<file path="src/rtl/scr1_mem_port_arb.sv">
// Shares one SCR1-style memory port between the imem and dmem ports.
// Round-robin grant with lock-until-ack; an in-order ID FIFO routes responses back.
package scr1_mem_arb_pkg;

  typedef enum logic {
    SCR1_MEM_CMD_RD = 1'b0,
    SCR1_MEM_CMD_WR = 1'b1
  } type_scr1_mem_cmd_e;

  typedef enum logic [1:0] {
    SCR1_MEM_WIDTH_BYTE  = 2'b00,
    SCR1_MEM_WIDTH_HWORD = 2'b01,
    SCR1_MEM_WIDTH_WORD  = 2'b10,
    SCR1_MEM_WIDTH_ERROR = 2'b11
  } type_scr1_mem_width_e;

  typedef enum logic [1:0] {
    SCR1_MEM_RESP_IDLE = 2'b00,
    SCR1_MEM_RESP_RDY  = 2'b01,
    SCR1_MEM_RESP_ER   = 2'b10
  } type_scr1_mem_resp_e;

endpackage

module scr1_mem_port_arb
  import scr1_mem_arb_pkg::*;
#(
  parameter int SCR1_ARB_AWIDTH = 32,
  parameter int SCR1_ARB_DWIDTH = 32,
  parameter int SCR1_ARB_OUTSTD = 2
) (
  input  logic                       clk,
  input  logic                       rst_n,
  input  logic                       imem_req,
  input  type_scr1_mem_cmd_e         imem_cmd,
  input  logic [SCR1_ARB_AWIDTH-1:0] imem_addr,
  output logic                       imem_req_ack,
  output logic [SCR1_ARB_DWIDTH-1:0] imem_rdata,
  output type_scr1_mem_resp_e        imem_resp,
  input  logic                       dmem_req,
  input  type_scr1_mem_cmd_e         dmem_cmd,
  input  type_scr1_mem_width_e       dmem_width,
  input  logic [SCR1_ARB_AWIDTH-1:0] dmem_addr,
  input  logic [SCR1_ARB_DWIDTH-1:0] dmem_wdata,
  output logic                       dmem_req_ack,
  output logic [SCR1_ARB_DWIDTH-1:0] dmem_rdata,
  output type_scr1_mem_resp_e        dmem_resp,
  output logic                       mem_req,
  output type_scr1_mem_cmd_e         mem_cmd,
  output type_scr1_mem_width_e       mem_width,
  output logic [SCR1_ARB_AWIDTH-1:0] mem_addr,
  output logic [SCR1_ARB_DWIDTH-1:0] mem_wdata,
  input  logic                       mem_req_ack,
  input  logic [SCR1_ARB_DWIDTH-1:0] mem_rdata,
  input  type_scr1_mem_resp_e        mem_resp
);

  localparam int PTR_W = (SCR1_ARB_OUTSTD > 1) ? $clog2(SCR1_ARB_OUTSTD) : 1;
  localparam int CNT_W = $clog2(SCR1_ARB_OUTSTD + 1);
  localparam logic [CNT_W-1:0] OUTSTD_CNT = CNT_W'(SCR1_ARB_OUTSTD);
  localparam logic [PTR_W-1:0] PTR_LAST   = PTR_W'(SCR1_ARB_OUTSTD - 1);

  typedef enum logic [1:0] {
    ARB_UNLOCKED,
    ARB_LOCKED_I,
    ARB_LOCKED_D
  } arbState_e;

  typedef enum logic {
    PORT_IMEM = 1'b0,
    PORT_DMEM = 1'b1
  } arbPort_e;

  arbState_e        state_q, state_d;
  arbPort_e         rrLast_q, rrLast_d;
  logic [CNT_W-1:0] count_q, count_d;
  logic [PTR_W-1:0] rdPtr_q, rdPtr_d;
  logic [PTR_W-1:0] wrPtr_q, wrPtr_d;
  arbPort_e         idFifo_q [SCR1_ARB_OUTSTD];

  arbPort_e sel;
  arbPort_e headId;
  logic     selReq;
  logic     pop;
  logic     acceptOk;
  logic     accept;

  function automatic logic [PTR_W-1:0] ptrInc(input logic [PTR_W-1:0] p);
    return (p == PTR_LAST) ? '0 : p + PTR_W'(1);
  endfunction

  // A response retiring the head frees a slot in the same cycle, so a full FIFO can still accept.
  always_comb begin
    pop      = (mem_resp != SCR1_MEM_RESP_IDLE) && (count_q != '0);
    acceptOk = (count_q < OUTSTD_CNT) || pop;

    sel = PORT_IMEM;
    case (state_q)
      ARB_LOCKED_I: sel = PORT_IMEM;
      ARB_LOCKED_D: sel = PORT_DMEM;
      default: begin
        if (imem_req && dmem_req) begin
          sel = (rrLast_q == PORT_IMEM) ? PORT_DMEM : PORT_IMEM;
        end else if (dmem_req) begin
          sel = PORT_DMEM;
        end
      end
    endcase

    selReq       = (sel == PORT_DMEM) ? dmem_req : imem_req;
    mem_req      = selReq && acceptOk;
    accept       = mem_req && mem_req_ack;
    imem_req_ack = accept && (sel == PORT_IMEM);
    dmem_req_ack = accept && (sel == PORT_DMEM);

    state_d = state_q;
    case (state_q)
      ARB_UNLOCKED: begin
        if (mem_req && !mem_req_ack) begin
          state_d = (sel == PORT_DMEM) ? ARB_LOCKED_D : ARB_LOCKED_I;
        end
      end
      default: begin
        if (accept || !selReq) begin
          state_d = ARB_UNLOCKED;
        end
      end
    endcase

    rrLast_d = accept ? sel : rrLast_q;
    rdPtr_d  = pop ? ptrInc(rdPtr_q) : rdPtr_q;
    wrPtr_d  = accept ? ptrInc(wrPtr_q) : wrPtr_q;
    count_d  = count_q;
    case ({accept, pop})
      2'b10:   count_d = count_q + CNT_W'(1);
      2'b01:   count_d = count_q - CNT_W'(1);
      default: count_d = count_q;
    endcase
  end

  always_comb begin
    mem_cmd   = imem_cmd;
    mem_width = SCR1_MEM_WIDTH_WORD;
    mem_addr  = imem_addr;
    mem_wdata = '0;
    if (sel == PORT_DMEM) begin
      mem_cmd   = dmem_cmd;
      mem_width = dmem_width;
      mem_addr  = dmem_addr;
      mem_wdata = dmem_wdata;
    end
  end

  // Responses with nothing outstanding are dropped rather than routed to a stale head.
  always_comb begin
    headId     = idFifo_q[rdPtr_q];
    imem_resp  = SCR1_MEM_RESP_IDLE;
    imem_rdata = '0;
    dmem_resp  = SCR1_MEM_RESP_IDLE;
    dmem_rdata = '0;
    if (count_q != '0) begin
      if (headId == PORT_DMEM) begin
        dmem_resp  = mem_resp;
        dmem_rdata = mem_rdata;
      end else begin
        imem_resp  = mem_resp;
        imem_rdata = mem_rdata;
      end
    end
  end

  always_ff @(posedge clk or negedge rst_n) begin
    if (!rst_n) begin
      state_q  <= ARB_UNLOCKED;
      rrLast_q <= PORT_IMEM;
      count_q  <= '0;
      rdPtr_q  <= '0;
      wrPtr_q  <= '0;
      for (int i = 0; i < SCR1_ARB_OUTSTD; i++) begin
        idFifo_q[i] <= PORT_IMEM;
      end
    end else begin
      state_q  <= state_d;
      rrLast_q <= rrLast_d;
      count_q  <= count_d;
      rdPtr_q  <= rdPtr_d;
      wrPtr_q  <= wrPtr_d;
      if (accept) begin
        idFifo_q[wrPtr_q] <= sel;
      end
    end
  end

endmodule

</file>
<file path="config.mk">
export PLATFORM = sky130hd
export DESIGN_NAME = scr1_mem_port_arb
export DESIGN_NICKNAME = d
export VERILOG_FILES = /design/src/rtl/scr1_mem_port_arb.sv
export SDC_FILE = /design/constraint.sdc
export NUM_CORES = 1
export LEC_CHECK = 0
export ABC_CLOCK_PERIOD_IN_PS = 3100
export CORE_AREA = 10 10 100 102
export CTS_CLUSTER_DIAMETER = 80
export DETAILED_ROUTE_END_ITERATION = 7
export DIE_AREA = 0 0 110 112
export MAX_ROUTING_LAYER = met4
export PLACE_DENSITY = 0.89
export RECOVER_POWER = 25
export SYNTH_ARGS = -nofsm -noshare
export SYNTH_HDL_FRONTEND = slang
export SYNTH_SLANG_ARGS = --single-unit
</file>
<file path="constraint.sdc">
create_clock -name clk -period 3.1 [get_ports clk]
set_input_delay 0.775 -clock clk [delete_from_list [all_inputs] [get_ports clk]]
set_output_delay 0.775 -clock clk [all_outputs]
set_load 0.02 [all_outputs]
</file>
==> metrics.md <==
| Metric | Value |
|---|---|
| Status | complete, no violations |
| Vias post-DR | 2884 |
| Total GRT Usage | 18.92% |
| GRT overflow | 0 |
| Sequential share of power | 6.1% |
| Mapped Cells | 241 |
| Initial core utilization | 20.23% |
| Compound-gate portion of the synthesized area | 11.29% |
| Worst-path maximum fanout | 9 |
| Fmax achieved | 0.3259 GHz |
| Layout Area Growth over Synthesis | 190.2% |
| Ordered cell list for the critical path | dlygate4sd2_1, nand2_2, a22oi_4, buf_4, buf_12, mux2_2, dlygate4sd2_1 |
| Core area | 0.008051 mm^2 |
| Die width | 110 um |
| M1 GR Usage | 16.85% |
| Syn_nets | 382 |
| Met2 GRT Util | 33.97% |
| Startpoint Class | input pin |
| Main synth FF type | dfrtp_1 |
| WL final | 12.22 mm |
| Max-slew headroom | 57.05% |
| YS warnings | 0 |
| I/O Pins | 277 |
| Htree depth | 1 |
| Clock Sinks | 9 |
| Post-synth ARST share | 100.0% |
| Nets | 671 |
| Pwr dens | 807.6 mW/mm^2 |
| Synth Area in Adders | 1.536% |
| Max-cap violations | 0 |
| Slew Viols, Final | 0 |
| Multiplexer area fraction after synthesis | 24.73% |
| Clk buf depth | 2 |
| Vias in the first global route | 3211 |
| Largest family of logic cells by synthesized area | simple AND/OR/NAND/NOR gates |
| Crit path required time | 2320 ps |
| R2R cell count | 8 |
| CTS tree | yes |
| First-pass GRT wire length | 17.52 mm |
| Met3 GRT Util | 7.843% |
| Setup crit end | mem_cmd |
| Most frequent CP cell | dlygate4sd2_1 |
| EDFF count, synth | 0 |
| Netlist cell types | 35 |
| Layout cell share with drive strength beyond 1 | 14.74% |
| IO Port Bufs | 276 |
| Sw Share | 51.66% |
| Root Driver | clkbuf_8 |
| Clk network pwr share | 3.7% |
| Clock Skew | 2.002 ps |
| Routed Antenna Nets | 0 |
| Clk_lat worst skew | 240 ps |
| Detailed Routing Iterations Pass 1 | 4 |
| Hold Path Class | flip-flop to flip-flop |
| TNS Setup | 0 ps |
| Final Hold Fails | 0 |
| Die H | 112 um |
| Pin count of the biggest net entering global routing | 37 |
| DP Wirelength | 10.53 mm |
| Yosys reg bits | 9 |
| GP Congestion | 0.8602 |
| Final setup fails | 0 |
| Clk slew on worst S/H paths | 50 ps |
| CP peak stage delay | 340 ps |
| Reg-to-reg startpoint | state_q[0] |
| Leakage | 2.094 nW |
| Die area | 0.01232 mm^2 |
| Syn Std Cell Area | 0.001629 mm^2 |
| Maximum vdd drop | 502.0 uV |
| Avg Inst Size Synth | 6.760 um^2 |
| Reg-to-reg endpoint | count_q[0] |
| Vias per cell | 4.549 |
| Kind of critical path | input pin to primary output |
| DRC viols | 0 |
| # diodes | 0 |
| Worst-margin pin slew | 644.2 ps |
| Net switching power | 1.973 mW |
| Post-Synth XOR/XNOR Area | 1.075% |
| Setup crit start | imem_req |
| Final period utilization | 98.97% |
| Crit path DAT | 2290 ps |
| CTS Buf Count | 3 |
| Combinational share of power | 90.2% |
| Final min period | 3068 ps |
| Post-synthesis sequential area ratio | 13.82% |
| Gr busiest metal | met2 |
| Iter 0 DRT Violations | 156 |
| Crit-path slowest cell | mux2_2 |
| Pint | 1.846 mW |
| Initial antenna violation count | 0 |
| Simple-Gate Fraction of Synth Area | 41.32% |
| Setup crit end kind | primary output |
| Routed len/inst | 19.28 um |
| Worst R2R Setup Slack | 1030 ps |
| PnR Total Power | 3.819 mW |
| Row count | 33 |
final cells by class:
| type | count | area, um^2 |
|---|---|---|
| Clock buffer | 4 | 45.04 |
| Fill cell | 718 | 3323 |
| Inverter | 4 | 15.01 |
| Multi-Input combinational cell | 213 | 1358 |
| Sequential cell | 9 | 225.2 |
| Tap cell | 105 | 131.4 |
| Timing Repair Buffer | 299 | 2954 |
timing repair:
item | in CTS | in global routing
setup endpoints to repair | 70 | 22
pin swaps | 3 | 1
buffers inserted | 4 | 1
resized for setup | 149 | 3
cloned | 3 | 0
hold buffers | 0 | 0
worst max-delay path, delay by kind of cell:
kind                   cells  cell delay [ps]
muxes                      1              340
and+or+nand+nor            1              100
buffers and inverters      4              850
AOI/OAI and AO/OA          1              210
flip-flops by register name, summed over array words and instances, names as in the netlist:
signal,count
count_q,2
idFifo_q,2
state_q,2
rdPtr_q,1
rrLast_q,1
wrPtr_q,1
placed cells by master, fill, tap and decap left out, types with 3 or more instances in the layout:
master / count
nor2_1: 70
o21ai_0: 5
inv_1: 4
clkbuf_1: 4
dlygate4sd2_1: 39
dlygate4sd3_1: 13
and2_1: 34
clkdlybuf4s15_2: 25
dfrtp_1: 9
clkdlybuf4s50_1: 191
clkbuf_8: 3
buf_4: 14
mux2_2: 13
nand2_1: 36
buf_2: 4
mux2_1: 21
worst min path at each step:
stage                     startpoint          to  slack (ps)  cells past startpoint
after floorplan                rst_n  count_q[0]         480                      0
after global placement       wrPtr_q     wrPtr_q         490                      1
after detailed placement     wrPtr_q     wrPtr_q         510                      1
after CTS                    wrPtr_q     wrPtr_q         520                      1
after global routing         wrPtr_q     wrPtr_q         550                      1
final                        wrPtr_q     wrPtr_q         520                      1
synth_stat cells (2+ instances only):
master    number  area, um^2
a21oi_1        2       10.01
a32oi_1        2       17.52
and2_1        34       212.7
buf_2          3       15.01
buf_6          3       33.78
clkbuf_1      10       37.54
dfrtp_1        9       225.2
ha_1           2       25.02
inv_1          4       15.01
mux2_1        21       236.5
mux2_2        13       146.4
mux2i_1        2       20.02
nand2_1       37       138.9
nor2_1        70       262.8
o21ai_0        5       25.02
o22ai_1        2       12.51
o31ai_1        2       15.01
or3b_1         2       17.52
xnor2_1        2       17.52
power groups by stage:
| stage | Combinational, mW | Sequential, mW | Clock [mW] |
|---|---|---|---|
| floorplan | 1.82 | 0.209 | 0 |
| global placement | 3.33 | 0.226 | 0 |
| detailed placement | 3.40 | 0.231 | 0 |
| CTS | 3.48 | 0.231 | 0.144 |
| global route | 3.66 | 0.240 | 0.150 |
| finish | 3.44 | 0.234 | 0.141 |
layer usage:
layer	vias to the layer above	routed length, um
met1	1284	4149
met3	36	1422
li1	1369	-
met4	0	478
met2	195	6173
met5	-	0
cell families after synthesis:
family	count (synthesis)
and+or+nand+nor	149
AOI/OAI and AO/OA	23
muxes	36
DFF	9
buffers and inverters	20
adders and majority gates	2
xor gates and xnor gates	2
stage by stage:
step / cells / setup slack (ps) / instance area [um^2] / hold slack (ps) / util (%)
2_1_floorplan: 241 / 518.1 / 1629 / 479.4 / -
3_3_place_gp: 622 / -427.7 / 4594 / 494.0 / 57.06
3_5_place_dp: 622 / -471.0 / 4594 / 508.9 / 57.06
4_1_cts: 633 / 5.892 / 4736 / 519.2 / 58.82
5_1_grt: 634 / -18.38 / 4728 / 547.2 / 58.73
6_report: 634 / 31.78 / 4728 / 517.8 / 58.73
Note: power is estimated with default switching activity, not from simulation.
